**config.mk**
```make
export PLATFORM = sky130hd
export DESIGN_NAME = bus_copy_engine_flat
export DESIGN_NICKNAME = d
export VERILOG_FILES = /design/src/rtl/bus_copy_engine_pkg.sv /design/src/rtl/bus_copy_engine_if.sv /design/src/rtl/bus_acc_sel.sv /design/src/rtl/bus_copy_engine.sv /design/src/flat_wrapper.sv
export SDC_FILE = /design/constraint.sdc
export NUM_CORES = 1
export LEC_CHECK = 0
export ABC_CLOCK_PERIOD_IN_PS = 3400
export CAP_MARGIN = 20
export CORE_ASPECT_RATIO = 0.9
export CORE_MARGIN = 2
export CORE_UTILIZATION = 51
export DETAILED_ROUTE_END_ITERATION = 16
export PLACE_DENSITY = 0.88
export SLEW_MARGIN = 25
export SYNTH_ARGS = -nofsm -noshare
export SYNTH_HDL_FRONTEND = slang
export SYNTH_SLANG_ARGS = --single-unit
```
**constraint.sdc**
```tcl
create_clock -name clk -period 3.4 [get_ports clk]
set_input_delay 1.02 -clock clk [delete_from_list [all_inputs] [get_ports clk]]
set_output_delay 1.02 -clock clk [all_outputs]
set_load 0.03 [all_outputs]
```
**src/rtl/bus_copy_engine_pkg.sv**
```systemverilog
// Shared bus defines, error codes and FSM state type
// for the block copy / fill bus initiator.
`ifndef BUS_WIDTH
`define BUS_WIDTH 32
`endif
`ifndef BUS_ACC_WIDTH
`define BUS_ACC_WIDTH 2
`endif
`ifndef BUS_ACC_1B
`define BUS_ACC_1B 2'd0
`endif
`ifndef BUS_ACC_2B
`define BUS_ACC_2B 2'd1
`endif
`ifndef BUS_ACC_4B
`define BUS_ACC_4B 2'd2
`endif

package bus_copy_engine_pkg;
    localparam int BUS_W = `BUS_WIDTH;
    localparam int ACC_W = `BUS_ACC_WIDTH;

    localparam logic [ACC_W-1:0] ACC_1B = `BUS_ACC_1B;
    localparam logic [ACC_W-1:0] ACC_2B = `BUS_ACC_2B;
    localparam logic [ACC_W-1:0] ACC_4B = `BUS_ACC_4B;

    localparam logic [1:0] ERR_OK      = 2'd0;
    localparam logic [1:0] ERR_FAULT   = 2'd1;
    localparam logic [1:0] ERR_TIMEOUT = 2'd2;

    typedef enum logic [2:0] {
        S_IDLE,
        S_SETUP,
        S_RD_REQ,
        S_RD_WAIT,
        S_WR_REQ,
        S_WR_WAIT,
        S_FIN
    } state_t;

    function automatic logic [BUS_W-1:0] fill_word(
        input logic [7:0] b
    );
        return {(BUS_W/8){b}};
    endfunction
endpackage

```
**src/rtl/bus_copy_engine_if.sv**
```systemverilog
// Initiator-side bus: request fields out,
// response / fault / read data back.
interface bus_copy_engine_if #(
    parameter int ADDR_WIDTH = 19
);
    import bus_copy_engine_pkg::*;

    logic [ADDR_WIDTH-1:0] addr;
    logic                  w_rb;
    logic [ACC_W-1:0]      acc;
    logic [BUS_W-1:0]      wdata;
    logic                  req;
    logic [BUS_W-1:0]      rdata;
    logic                  resp;
    logic                  fault;

    modport master (
        output addr, w_rb, acc, wdata, req,
        input  rdata, resp, fault
    );

    modport slave (
        input  addr, w_rb, acc, wdata, req,
        output rdata, resp, fault
    );
endinterface

```
**src/rtl/bus_acc_sel.sv**
```systemverilog
// Widest access size that keeps every used
// address naturally aligned and fits in rem.
module bus_acc_sel
    import bus_copy_engine_pkg::*;
#(
    parameter int LEN_WIDTH = 16
) (
    input  logic [LEN_WIDTH-1:0] rem,
    input  logic [1:0]           src_lo,
    input  logic [1:0]           dst_lo,
    input  logic                 mode,
    output logic [ACC_W-1:0]     acc,
    output logic [2:0]           k
);
    logic ok4;
    logic ok2;

    always_comb begin
        ok4 = (rem >= LEN_WIDTH'(4))
            && (dst_lo == 2'b00)
            && (mode || (src_lo == 2'b00));
        ok2 = (rem >= LEN_WIDTH'(2))
            && !dst_lo[0]
            && (mode || !src_lo[0]);
        acc = ACC_1B;
        k   = 3'd1;
        priority case (1'b1)
            ok4: begin
                acc = ACC_4B;
                k   = 3'd4;
            end
            ok2: begin
                acc = ACC_2B;
                k   = 3'd2;
            end
            default: begin
                acc = ACC_1B;
                k   = 3'd1;
            end
        endcase
    end
endmodule

```
**src/rtl/bus_copy_engine.sv**
```systemverilog
// Ascending block copy / byte fill engine issuing
// one aligned bus access at a time.
module bus_copy_engine
    import bus_copy_engine_pkg::*;
#(
    parameter int ADDR_WIDTH = 19,
    parameter int LEN_WIDTH  = 16,
    parameter int TIMEOUT    = 63
) (
    input  logic                  clk,
    input  logic                  rstn,
    input  logic                  start,
    input  logic                  mode,
    input  logic [ADDR_WIDTH-1:0] src_addr,
    input  logic [ADDR_WIDTH-1:0] dst_addr,
    input  logic [LEN_WIDTH-1:0]  len,
    input  logic [7:0]            fill_byte,
    output logic                  busy,
    output logic                  done,
    output logic [1:0]            err,
    bus_copy_engine_if.master     bus
);
    localparam int CW = $clog2(TIMEOUT + 1);
    localparam logic [CW-1:0] CNT_LAST = CW'(TIMEOUT - 1);

    state_t                state;
    logic                  mode_q;
    logic [ADDR_WIDTH-1:0] src_q;
    logic [ADDR_WIDTH-1:0] dst_q;
    logic [LEN_WIDTH-1:0]  rem_q;
    logic [7:0]            fill_q;
    logic [CW-1:0]         cnt;
    logic [2:0]            k_q;
    logic [ACC_W-1:0]      acc_c;
    logic [2:0]            k_c;

    bus_acc_sel #(
        .LEN_WIDTH(LEN_WIDTH)
    ) u_sel (
        .rem   (rem_q),
        .src_lo(src_q[1:0]),
        .dst_lo(dst_q[1:0]),
        .mode  (mode_q),
        .acc   (acc_c),
        .k     (k_c)
    );

    always_ff @(posedge clk) begin
        if (!rstn) begin
            state     <= S_IDLE;
            busy      <= 1'b0;
            done      <= 1'b0;
            err       <= ERR_OK;
            bus.req   <= 1'b0;
            bus.w_rb  <= 1'b0;
            bus.addr  <= '0;
            bus.acc   <= ACC_1B;
            bus.wdata <= '0;
            mode_q    <= 1'b0;
            src_q     <= '0;
            dst_q     <= '0;
            rem_q     <= '0;
            fill_q    <= '0;
            cnt       <= '0;
            k_q       <= 3'd1;
        end else begin
            done    <= 1'b0;
            bus.req <= 1'b0;
            unique case (state)
                S_IDLE: begin
                    if (start) begin
                        state  <= S_SETUP;
                        busy   <= 1'b1;
                        err    <= ERR_OK;
                        mode_q <= mode;
                        src_q  <= src_addr;
                        dst_q  <= dst_addr;
                        rem_q  <= len;
                        fill_q <= fill_byte;
                    end
                end
                S_SETUP: begin
                    if (rem_q == '0) begin
                        state <= S_FIN;
                        done  <= 1'b1;
                    end else begin
                        k_q     <= k_c;
                        bus.acc <= acc_c;
                        bus.req <= 1'b1;
                        if (mode_q) begin
                            state     <= S_WR_REQ;
                            bus.addr  <= dst_q;
                            bus.w_rb  <= 1'b1;
                            bus.wdata <= fill_word(fill_q);
                        end else begin
                            state    <= S_RD_REQ;
                            bus.addr <= src_q;
                            bus.w_rb <= 1'b0;
                        end
                    end
                end
                S_RD_REQ, S_WR_REQ: begin
                    cnt <= '0;
                    if (bus.fault) begin
                        state <= S_FIN;
                        done  <= 1'b1;
                        err   <= ERR_FAULT;
                    end else if (state == S_RD_REQ) begin
                        state <= S_RD_WAIT;
                    end else begin
                        state <= S_WR_WAIT;
                    end
                end
                S_RD_WAIT: begin
                    // wdata doubles as the read hold register
                    if (bus.resp) begin
                        state     <= S_WR_REQ;
                        bus.req   <= 1'b1;
                        bus.addr  <= dst_q;
                        bus.w_rb  <= 1'b1;
                        bus.wdata <= bus.rdata;
                    end else if (cnt == CNT_LAST) begin
                        state <= S_FIN;
                        done  <= 1'b1;
                        err   <= ERR_TIMEOUT;
                    end else begin
                        cnt <= cnt + CW'(1);
                    end
                end
                S_WR_WAIT: begin
                    if (bus.resp) begin
                        state <= S_SETUP;
                        src_q <= src_q + ADDR_WIDTH'(k_q);
                        dst_q <= dst_q + ADDR_WIDTH'(k_q);
                        rem_q <= rem_q - LEN_WIDTH'(k_q);
                    end else if (cnt == CNT_LAST) begin
                        state <= S_FIN;
                        done  <= 1'b1;
                        err   <= ERR_TIMEOUT;
                    end else begin
                        cnt <= cnt + CW'(1);
                    end
                end
                S_FIN: begin
                    state <= S_IDLE;
                    busy  <= 1'b0;
                end
                default: begin
                    state <= S_IDLE;
                    busy  <= 1'b0;
                end
            endcase
        end
    end
endmodule
```
**src/flat_wrapper.sv**
```systemverilog
// flat-port wrapper written by rule: the top's interface ports become plain ports
module bus_copy_engine_flat import bus_copy_engine_pkg::*;
#(
    parameter int ADDR_WIDTH = 19,
    parameter int LEN_WIDTH  = 16,
    parameter int TIMEOUT    = 63
)
  (clk, rstn, start, mode, src_addr, dst_addr, len, fill_byte, busy, done, err, bus_addr, bus_w_rb, bus_acc, bus_wdata, bus_req, bus_rdata, bus_resp, bus_fault);
  bus_copy_engine_if #(.ADDR_WIDTH(ADDR_WIDTH)) bus_i ();
  input  logic clk;
  input  logic rstn;
  input  logic start;
  input  logic mode;
  input  logic [ADDR_WIDTH-1:0] src_addr;
  input  logic [ADDR_WIDTH-1:0] dst_addr;
  input  logic [LEN_WIDTH-1:0] len;
  input  logic [7:0] fill_byte;
  output logic busy;
  output logic done;
  output logic [1:0] err;
  output wire logic [$bits(bus_i.addr)-1:0] bus_addr;
  output wire logic [$bits(bus_i.w_rb)-1:0] bus_w_rb;
  output wire logic [$bits(bus_i.acc)-1:0] bus_acc;
  output wire logic [$bits(bus_i.wdata)-1:0] bus_wdata;
  output wire logic [$bits(bus_i.req)-1:0] bus_req;
  input wire logic [$bits(bus_i.rdata)-1:0] bus_rdata;
  input wire logic [$bits(bus_i.resp)-1:0] bus_resp;
  input wire logic [$bits(bus_i.fault)-1:0] bus_fault;
  assign bus_addr = bus_i.addr;
  assign bus_w_rb = bus_i.w_rb;
  assign bus_acc = bus_i.acc;
  assign bus_wdata = bus_i.wdata;
  assign bus_req = bus_i.req;
  assign bus_i.rdata = bus_rdata;
  assign bus_i.resp = bus_resp;
  assign bus_i.fault = bus_fault;
  bus_copy_engine #(.ADDR_WIDTH(ADDR_WIDTH), .LEN_WIDTH(LEN_WIDTH), .TIMEOUT(TIMEOUT)) u_core (.clk(clk), .rstn(rstn), .start(start), .mode(mode), .src_addr(src_addr), .dst_addr(dst_addr), .len(len), .fill_byte(fill_byte), .busy(busy), .done(done), .err(err), .bus(bus_i));
endmodule
```
==> results of run 1 <==
[stage by stage]
| stage | setup slack [ps] | cells | cell area (sq um) | utilization (%) | hold WS, ps |
|---|---|---|---|---|---|
| global placement | 394 | 1146 | 8670 | 64.9 | 439 |
| finish | 718 | 1178 | 9380 | 70.2 | 453 |
| CTS | 709 | 1178 | 9380 | 70.2 | 451 |
| floorplan | 836 | 876 | 7000 | - | 433 |
| global route | 623 | 1178 | 9380 | 70.2 | 468 |
| detailed placement | 379 | 1146 | 8670 | 64.9 | 443 |
[registers in the layout (all words and copies together) (netlist names), 3 cells and up]
signal            count
u_core.fill_q         8
u_core.src_q         19
u_core.cnt            6
u_core.bus.wdata     32
u_core.dst_q         19
u_core.state          3
u_core.rem_q         16
u_core.bus.addr      19
[placed cells by master, fill, tap and decap left out, types with 5 or more instances in the layout]
cell type	synthesis	routed
a22oi_1	7	7
a211oi_1	19	19
o21ai_0	66	66
o211a_1	5	5
buf_4	2	16
o21a_1	5	5
a311oi_1	28	28
a31oi_1	9	9
o221a_1	28	28
bufinv_16	0	8
nor4_1	5	5
nand4_1	24	24
inv_1	16	16
nand2b_1	7	7
and2_1	30	30
nand3_1	31	31
dfxtp_1	132	132
ha_1	11	11
nand2_1	102	102
nor2b_1	7	7
or3_1	6	6
o22ai_1	10	10
a21o_1	6	6
o31a_1	6	6
and3_1	10	10
nor3_1	43	43
nor2_1	64	63
clkbuf_16	0	17
clkdlybuf4s50_1	0	157
a21oi_1	61	61
[logic make-up (layout without fill, tap and decap cells)]
kind of cell,Yosys count,after routing,share of synthesized area [%]
buffers and inverters,93,227,5.57
AOI/OAI and AO/OA,281,281,28.2
adders and majority gates,14,14,2.82
DFF,132,132,37.7
xor gates and xnor gates,4,4,0.500
muxes,3,3,0.447
and+or+nand+nor,349,349,24.7
[area by class of cell]
| class | count | share of cell area, % |
|---|---|---|
| multi-input combinational | 651 | 42.4 |
| sequential | 132 | 28.2 |
| timing repair buffer | 178 | 18.9 |
| clock buffer | 18 | 4.57 |
| clock inverter | 14 | 2.99 |
| tap | 168 | 2.24 |
| inverter | 17 | 0.680 |
[layer usage]
metal  share of wire [%]  vias up  wire [microns]
met4                 2.7        0             601
met3                 9.3       43            2060
li1                    -     3509               -
met5                   0        -               0
met2                  45      432           10000
met1                  43     3499            9520
[power groups by stage]
stage	Clock, mW	Sequential, mW	Combinational, mW
6_report	2.24	2.57	3.45
2_1_floorplan	0	2.78	2.00
3_5_place_dp	0	2.57	3.39
4_1_cts	2.25	2.54	3.42
5_1_grt	2.33	2.63	3.76
3_3_place_gp	0	2.55	3.31
[how the worst max path moves through the flow]
stage | startpoint | end | slack [ps] | depth (start not counted)
finish | u_core.bus.acc[0] | bus_acc[0] | 720 | 1
global route | u_core.bus.acc[0] | u_core.src_q[10] | 620 | 7
CTS | u_core.bus.acc[0] | bus_acc[0] | 710 | 1
detailed placement | start | u_core.dst_q[15] | 380 | 7
global placement | start | u_core.dst_q[15] | 390 | 7
floorplan | bus_resp | u_core.src_q[4] | 840 | 9
==> metrics.md, run 1 <==
| Metric | Value |
|---|---|
| Top post-synthesis cells by area | dfxtp_1 (38%), nand2_1 (5.5%), o21ai_0 (4.7%), o221a_1 (4.5%), a21oi_1 (4.4%) |
| Global Route met2 Usage | 44.5% |
| Setup bufs post-CTS | 0 |
| Worst reg2reg endpoint | u_core.src_q[18] |
| Clk buf depth | 2 |
| Vias in the first global route | 6733 |
| Num ports | 159 |
| Die area | 14700 sq um |
| LEAKAGE | between 3 and 4 nW |
| Via count | 7483 |
| Global route total overflow | 0 |
| Largest net degree at the start of global routing | approximately 70 |
| Min cycle time layout | 2680 ps |
| FFs w/ async S/R, synth | 0% |
| Buffers on Ports | ~160 |
| Initial antenna violation count | 0 |
| Crit path max fanout | 5 |
| Sw Share | 39.9% |
| Clock slew at the register clock pins of the worst setup and hold paths | around 60 ps |
| Grt met1 use | between 40 and 50% |
| Setup slack, reg-to-reg | 760 ps |
| Area Overhead vs Synth | 34.0% |
| Slew @ Worst Pin | 825 ps |
| Final Hold Viols | 0 |
| NetSw | ~3.3 mW |
| Slowest stage cell, crit path | clkdlybuf4s50_1 |
| Total CTS buffers | 17 |
| Drc violations | 0 |
| Register-to-Register Path Depth | 8 |
| Post-synth top flop | dfxtp_1 |
| CP Capture Type | output port |
| Nets@finish | 1111 |
| Most used routing layer | met2 |
| Multi-input gate area | between 3000 and 4000 sq um |
| Pre-antenna DRT Iters | 6 |
| Detail Route Antenna Nets | 0 |
| 1st-iter DRT viols | 897 |
| FF+latch count, synth | between 100 and 150 |
| Yosys top cell area share | 37.7% |
| Flop pwr share | 31.1% |
| Fin. max-slew vios | 0 |
| Peak VDD IR | approximately 0.00046 V |
| Worst path cell trace | clkdlybuf4s50_1 |
| Cell variety after synth | 68 |
| Mapped Cells | just under 900 |
| Pwr Density | 881 nW/um^2 |
| Clock sink count | approximately 130 |
| Crit path max-delay family | buffers and inverters |
| Mapped Nets | 990 |
| Max_slew headroom | around 45% |
| Post-synth EDFFs | 0 |
| First-pass GRT wire length | 34900 microns |
| N_diodes | 0 |
| RSZ-0062 raised after global routing | false |
| CP max stage delay | ~740 ps |
| Hold path endpoint | u_core.fill_q[4] |
| Pwr Total | 8.26 mW |
| Max Clock Skew | 15.5 ps |
| Most common cell in the synthesized netlist | dfxtp_1 |
| Internal power | about 5 mW |
| Clock Power Share | 27.1% |
| Layout cells sized above 1 | 6.63% |
| Final Wtd Congestion | 0.937 |
| WP buf/inv | 1 |
| Fillers | 1036 |
| Met3 Resource Use GR | roughly 6% |
| Critical path required time | between 2000 and 2500 ps |
| Crit share post-route | 78.9% |
| Clk_lat worst skew | 430 ps |
| # rows | 40 |
| Die Y | around 120 microns |
| Crit path arrival time | 1660 ps |
| Comb power frac | a little over two fifths |
| Core area | 13400 sq um |
| Max_cap viols | 0 |
| Final wirelength | between 20000 and 25000 microns |
| Worst r2r src | u_core.bus.acc[0] |
| Synth cell count leaders | dfxtp_1 (132), nand2_1 (102), o21ai_0 (66), nor2_1 (64), a21oi_1 (61) |
| CP Launch Type | flop |
| Yosys top cell by area | dfxtp_1 |
| Synth warn | 0 |
| CTS tree | yes |
| Via density | 6.35 |
| Root buffer cell | clkbuf_16 |
| Die Wd | 128 microns |
| Final setup fails | 0 |
| Post-synthesis sequential area ratio | 37.7% |
| Fmax | roughly 0.37 GHz |
| GRT Util Overall | 29.9% |
| Hold path cells | 2 |
| Setup CP Type | flop to output port |
| Post-DP HPWL | 14700 microns |
| Setup TNS | 0 ps |
| Starting Density | 52.4% |
| Outcome | finished, final reports clean |
| Syn Area/Cell | 7.99 sq um |
| Hold_sp | u_core.fill_q[4] |
| Mapped Area | 7000 sq um |
| Wire per inst | 18.8 microns |
| Max H-tree Level | 4 |
| Worst Hold Class | flop to flop |
| FF/Latch Area | 2640 sq um |
| CTS resizes | 0 |
| CTS Hold Bufs | 0 |
(Power assumes the default switching activity.)
==> inputs of run 2 (changes only) <==
ABC_CLOCK_PERIOD_IN_PS = 2100   (was 3400)
CORE_UTILIZATION = 46   (was 51)
PLACE_DENSITY = 0.84   (was 0.88)
clock period = 2.1 ns   (was 3.4 ns; I/O delays follow)
==> run 2 against run 1 <==
Cell count up 8.9%; largest power group unchanged; register-to-register slack got worse by 780 ps; the run now ends with setup timing left; non-clock buffer count up 71; hold slack got worse by 1.6 ps; die area rose by 11%; utilization fell by 1.4 points.
==> metrics.md, run 2 (synthesized netlist as in run 1, its figures left out) <==
| Metric | Value |
|---|---|
| Clk buf depth | 2 |
| Min cycle time layout | 2120 ps |
| Clock sink count | 132 |
| RSZ-0062 raised after global routing | true |
| Die area | 16200 sq um |
| Die Wd | 134 microns |
| LEAKAGE | 4.40 nW |
| Clk_lat worst skew | around 430 ps |
| Final Wtd Congestion | 0.939 |
| Crit share post-route | 101% |
| Wire per inst | around 19 microns |
| Setup TNS | -87.2 ps |
| Hold_ws | 451 ps |
| Via count | ~7900 |
| CP Capture Type | flop |
| Layout cells sized above 1 | ~16% |
| Final std cells w/o fill | 1283 |
| CP Launch Type | flop |
| Clock slew at the register clock pins of the worst setup and hold paths | 60 ps |
| Root buffer cell | clkbuf_16 |
| Num ports | 159 |
| Die Y | 121 microns |
| Core area | between 10000 and 15000 sq um |
| Global route total overflow | 0 |
| Starting Density | 47.3% |
| Crit path max fanout | 8 |
| Nets@finish | 1186 |
| Setup CP Type | flop to flop |
| Outcome | finished, violations left |
| Final Hold Viols | 0 |
| Final wirelength | between 20000 and 25000 microns |
| Vias in the first global route | 7424 |
| Crit path arrival time | 2440 ps |
| Critical Path Sink | u_core.bus.wdata[17] |
| Slew @ Worst Pin | about 600 ps |
| Max H-tree Level | 4 |
| Detail Route Antenna Nets | 0 |
| Final setup fails | 11 |
| Post-DP HPWL | between 15000 and 20000 microns |
| Fmax | 0.473 GHz |
| # rows | 42 |
| Max reg flops | 32 |
| CTS Hold Bufs | 0 |
| Area Overhead vs Synth | 45.6% |
| Initial antenna violation count | 0 |
| Max_cap viols | 0 |
| Worst Hold Class | flop to flop |
| 1st-iter DRT viols | 1045 |
| Largest register by flop count | u_core.bus.wdata |
| First-pass GRT wire length | 38000 microns |
| Max_slew headroom | 60.1% |
| Pre-antenna DRT Iters | 5 |
| Commonest cells after routing, fill and taps aside | dfxtp_1 (125), clkdlybuf4s50_1 (112), nand2_1 (101) |
| Pwr Total | 14.1 mW |
| Worst r2r src | u_core.rem_q[14] |
| Critical path required time | 2420 ps |
| GRT Util Overall | 29.6% |
| N_diodes | 0 |
| Register-to-Register Path Depth | 5 |
| Failing checks | setup timing |
| Fin. max-slew vios | 0 |
| Peak VDD IR | just under 0.0009 V |
| Setup slack, reg-to-reg | -20 ps |
| Commonest non-fill, non-tap cell in the layout | dfxtp_1 |
| Pre-CTS setup slack | -461 ps |
| Via density | 6.19 |
| Max Clock Skew | between 7 and 8 ps |
| CTS tree | yes |
| Drc violations | 0 |
| Total CTS buffers | 17 |
| Final worst slack | -16.2 ps |
| Largest net degree at the start of global routing | 66 |
| Buffers on Ports | between 150 and 200 |
| Pwr Density | ~1400 nW/um^2 |
| CP Launch Point | u_core.rem_q[14] |
| Post-Place Cells | 1245 |
| Worst reg2reg endpoint | u_core.bus.wdata[17] |
| Fillers | between 1000 and 1500 |
==> run 2: changes by cell type in the layout (fill, tap and decap cells not counted), moves of 6 or more <==
cell,previous run,this run
buf_4,16,83
clkdlybuf4s50_1,157,112
dlymetal6s2s_1,0,35
dlygate4sd2_1,0,10
a311oi_1,28,19
a311oi_2,0,9
dfxtp_1,132,125
dfxtp_2,0,6
==> run 2: what timing repair did <==
action                                  in CTS  in global routing
pin swaps                                    3                  4
resized for setup                           20                 68
endpoints found under the setup margin      50                122
gates cloned                                 2                  2
setup buffers                                0                  2
==> run 2: worst min path at each step <==
stage,start,endpoint,slack (ps),cells after the start
floorplan,u_core.fill_q[0],u_core.fill_q[0],430,2
global placement,u_core.fill_q[5],u_core.fill_q[5],440,2
detailed placement,u_core.fill_q[5],u_core.fill_q[5],450,2
CTS,u_core.fill_q[5],u_core.fill_q[5],450,2
global route,u_core.fill_q[3],u_core.fill_q[3],470,2
finish,u_core.fill_q[3],u_core.fill_q[3],450,2
==> run 2: final cells by class <==
class,instances,area (sq um),area share (%)
multi-input cells,655,4200,41.2
flip-flops and latches,132,2650,26.0
repair buffers,249,2420,23.7
clock buffers,23,488,4.78
well taps,198,248,2.43
clock inverters,9,125,1.23
inverters,17,63.8,0.626
==> run 2: metal layers <==
layer | up-vias | track usage [%] | wire length, microns
li1 | 3664 | - | -
met3 | 73 | 8.40 | 2590
met2 | 457 | 44.5 | 11000
met5 | - | 0 | 0
met1 | 3750 | 40.2 | 10200
met4 | 0 | 11.8 | 800
==> run 2: power by group <==
part	leakage (nW)	total, mW	switching (mW)	internal (mW)
combinational	3.02	7.04	3.96	3.08
sequential	1.08	3.98	0.670	3.31
clock	0.299	3.10	1.12	1.98
total	4.40	14.1	5.75	8.37
==> run 2: through the flow <==
| step | cell area [sq um] | utilization (%) |
|---|---|---|
| floorplan | 7050 | - |
| CTS | 9950 | 67.1 |
| global placement | 9300 | 62.7 |
| global route | 10200 | 68.8 |
| detailed placement | 9300 | 62.7 |
| finish | 10200 | 68.8 |
==> run 2: critical path: stages (launching register included) <==
cell	delay, ps
dfxtp_2	320
or3_4	380
or3_4	380
or3_4	440
and3_4	220
o221a_1	260
==> variant (settings of run 1) <==
Register the output `err` once more, without a reset; this adds one clock of latency there. The other outputs are not delayed to match.
--- a/src/rtl/bus_copy_engine.sv
+++ b/src/rtl/bus_copy_engine.sv
@@ -24,2 +24,4 @@
     localparam logic [CW-1:0] CNT_LAST = CW'(TIMEOUT - 1);
+
+    logic [1:0] err_s0;
 
@@ -52,3 +54,3 @@
             done      <= 1'b0;
-            err       <= ERR_OK;
+            err_s0    <= ERR_OK;
             bus.req   <= 1'b0;
@@ -73,3 +75,3 @@
                         busy   <= 1'b1;
-                        err    <= ERR_OK;
+                        err_s0 <= ERR_OK;
                         mode_q <= mode;
@@ -106,3 +108,3 @@
                         done  <= 1'b1;
-                        err   <= ERR_FAULT;
+                        err_s0 <= ERR_FAULT;
                     end else if (state == S_RD_REQ) begin
@@ -124,3 +126,3 @@
                         done  <= 1'b1;
-                        err   <= ERR_TIMEOUT;
+                        err_s0 <= ERR_TIMEOUT;
                     end else begin
@@ -138,3 +140,3 @@
                         done  <= 1'b1;
-                        err   <= ERR_TIMEOUT;
+                        err_s0 <= ERR_TIMEOUT;
                     end else begin
@@ -154,2 +156,6 @@
     end
+    always_ff @(posedge clk) begin
+        err <= err_s0;
+    end
+
 endmodule
Formal check against the unedited RTL: not equivalent (a bounded check fails within 4 cycles, from zero or initial values and one cycle with rstn low).
==> variant against run 1 <==
  * Via count up 1.8%
  * Area after synthesis up 1.1%
  * Sequential cell count up 2
  * Cell count is 0.76% higher
  * Wire length is 1.7% higher
  * Synthesized cell count grew 1.4%
  * Total power decreased by 25%
  * Setup slack got worse by 0.027 ns
  * Design area down 0.39%
  * Critical endpoint is now u_core.dst_q[16]$_SDFFE_PN0P_
  * Largest cell class unchanged
==> variant: results (changes against run 1) <==
status completed; area of placed instances 8720 µm² (+0.53%); largest net degree at the start of global routing 72 (+4.3%); largest reg by FF count u_core.bus.wdata; Area contributors post-synth dfxtp_1 (38%), a21oi_1 (5.4%), nand2_1 (5.1%); Slew @ Worst Pin 0.825 ns (+0.000451 ns); Power, Total 6200 µW (-25%); Commonest cells post-synth dfxtp_1 (134), nand2_1 (97), a21oi_1 (77), nor3_1 (68); layout cell share with drive strength beyond 1 7.65% (+1.0 points); max FFs per register 32 (unchanged); syn_nets 1002 (+1.2%); CTS Buf Count 17 (unchanged); Leakage 0.00329 µW (-2.3%); crit path kind reg2reg; hold depth 0 (-2); Avg Inst Size Synth 7.97 µm² (-0.31%); fin cells 1187 (+0.76%); f_max 369 MHz (-1.0%); worst hold start u_core.err_s0[0]$_SDFFE_PN0P_; worst reg-to-reg setup slack 0.69 ns (-0.07 ns); final WL 22600 µm (+1.7%); Pre-antenna DRT Iters 5 (-1); Via Count 7619 (+1.8%); IR Drop Worst-Case VDD 423 µV (-7.0%); WP data arrival 3.04 ns (+1.38 ns); DRC Markers 0 (unchanged); CP Launch Point u_core.bus.acc[0]$_SDFFE_PN0P_; WHS Endpoint u_core.err[0]$_DFF_P_; Setup-failing EPs final 0 (unchanged); Port-buffer cells 158 (unchanged); Worst Hold Class reg2reg; Worst-path clk slew 0.06 ns (about the same); Crit Reg-Reg Endpoint u_core.dst_q[16]$_SDFFE_PN0P_; CTS root buf clkbuf_16; synth unique cells 72 (+5.9%); R2R cell count 7 (-1); final net count 1120 (+0.81%); Clock Skew 0.00738 ns (-0.00810 ns); Clock Latency Late Sink 0.42 ns; GPL Wtd Cong 0.894 (-4.5%); dpl hpwl 15000 µm (+1.9%); worst-path maximum fanout 7 (+2); H-tree depth 4 (unchanged); pre-CTS WS 0.357 ns (-0.0222 ns); first-pass GRT wire length 35100 µm (+0.50%); fraction of registers with async set/reset 0% (unchanged); CTS Buffer Depth 2 (unchanged); Iteration-0 DRC Markers 1116 (+24%); GRT Total Usage 29.9% (+0.034 points); Seq/Total Area, Yosys 37.9% (+0.17 points); # diodes 0 (unchanged); Main synth FF type dfxtp_1; vias in the first global route 6783 (+0.74%)
[variant: stage by stage]
stage          hold slack (ns)  util, %
2_1_floorplan            0.331        -
3_3_place_gp             0.343     64.8
3_5_place_dp             0.345     64.8
4_1_cts                  0.361     69.4
5_1_grt                  0.368     69.4
6_report                 0.360     69.4
[variant: worst max-delay path: stages, from the launching register on]
cell and delay (ns):
dfxtp_1 0.47, inv_1 0.20, fa_1 0.48, nor2b_1 0.35, o2111ai_1 0.44, o41ai_1 0.50
nand2_1 0.08, o21ai_0 0.10
[variant: kinds of logic (layout without fill, tap and decap cells)]
logic type                 Yosys count  in the layout  share of synthesized area, %
and+or+nand+nor                    333            333                          23.4
AOI/OAI and AO/OA                  300            300                          28.4
DFF                                134            134                          37.9
buffers and inverters               96            227                          6.01
adders and majority gates           14             14                          2.79
muxes                                9              9                          1.29
xor gates and xnor gates             2              2                         0.248
[variant: layout make-up]
cell class | count | area, µm²
inverter | 16 | 61.3
multi-input combinational | 658 | 4000
fill | 1076 | 4120
clock inverter | 11 | 146
timing repair buffer | 179 | 1760
sequential | 134 | 2680
clock buffer | 21 | 480
tap | 168 | 210
[variant: layer usage]
metal | wire, µm | vias up | GRT usage [%]
li1 | - | 3566 | -
met1 | 9220 | 3553 | 40.3
met2 | 10600 | 450 | 47.8
met3 | 2220 | 50 | 6.05
met4 | 593 | 0 | 11.4
met5 | 0 | - | 0
[variant: where the power goes]
part,switching (µW),total (µW),internal [µW]
logic,1250,2120,878
clock network,703,1930,1230
registers,294,2150,1850
total,2240,6200,3960
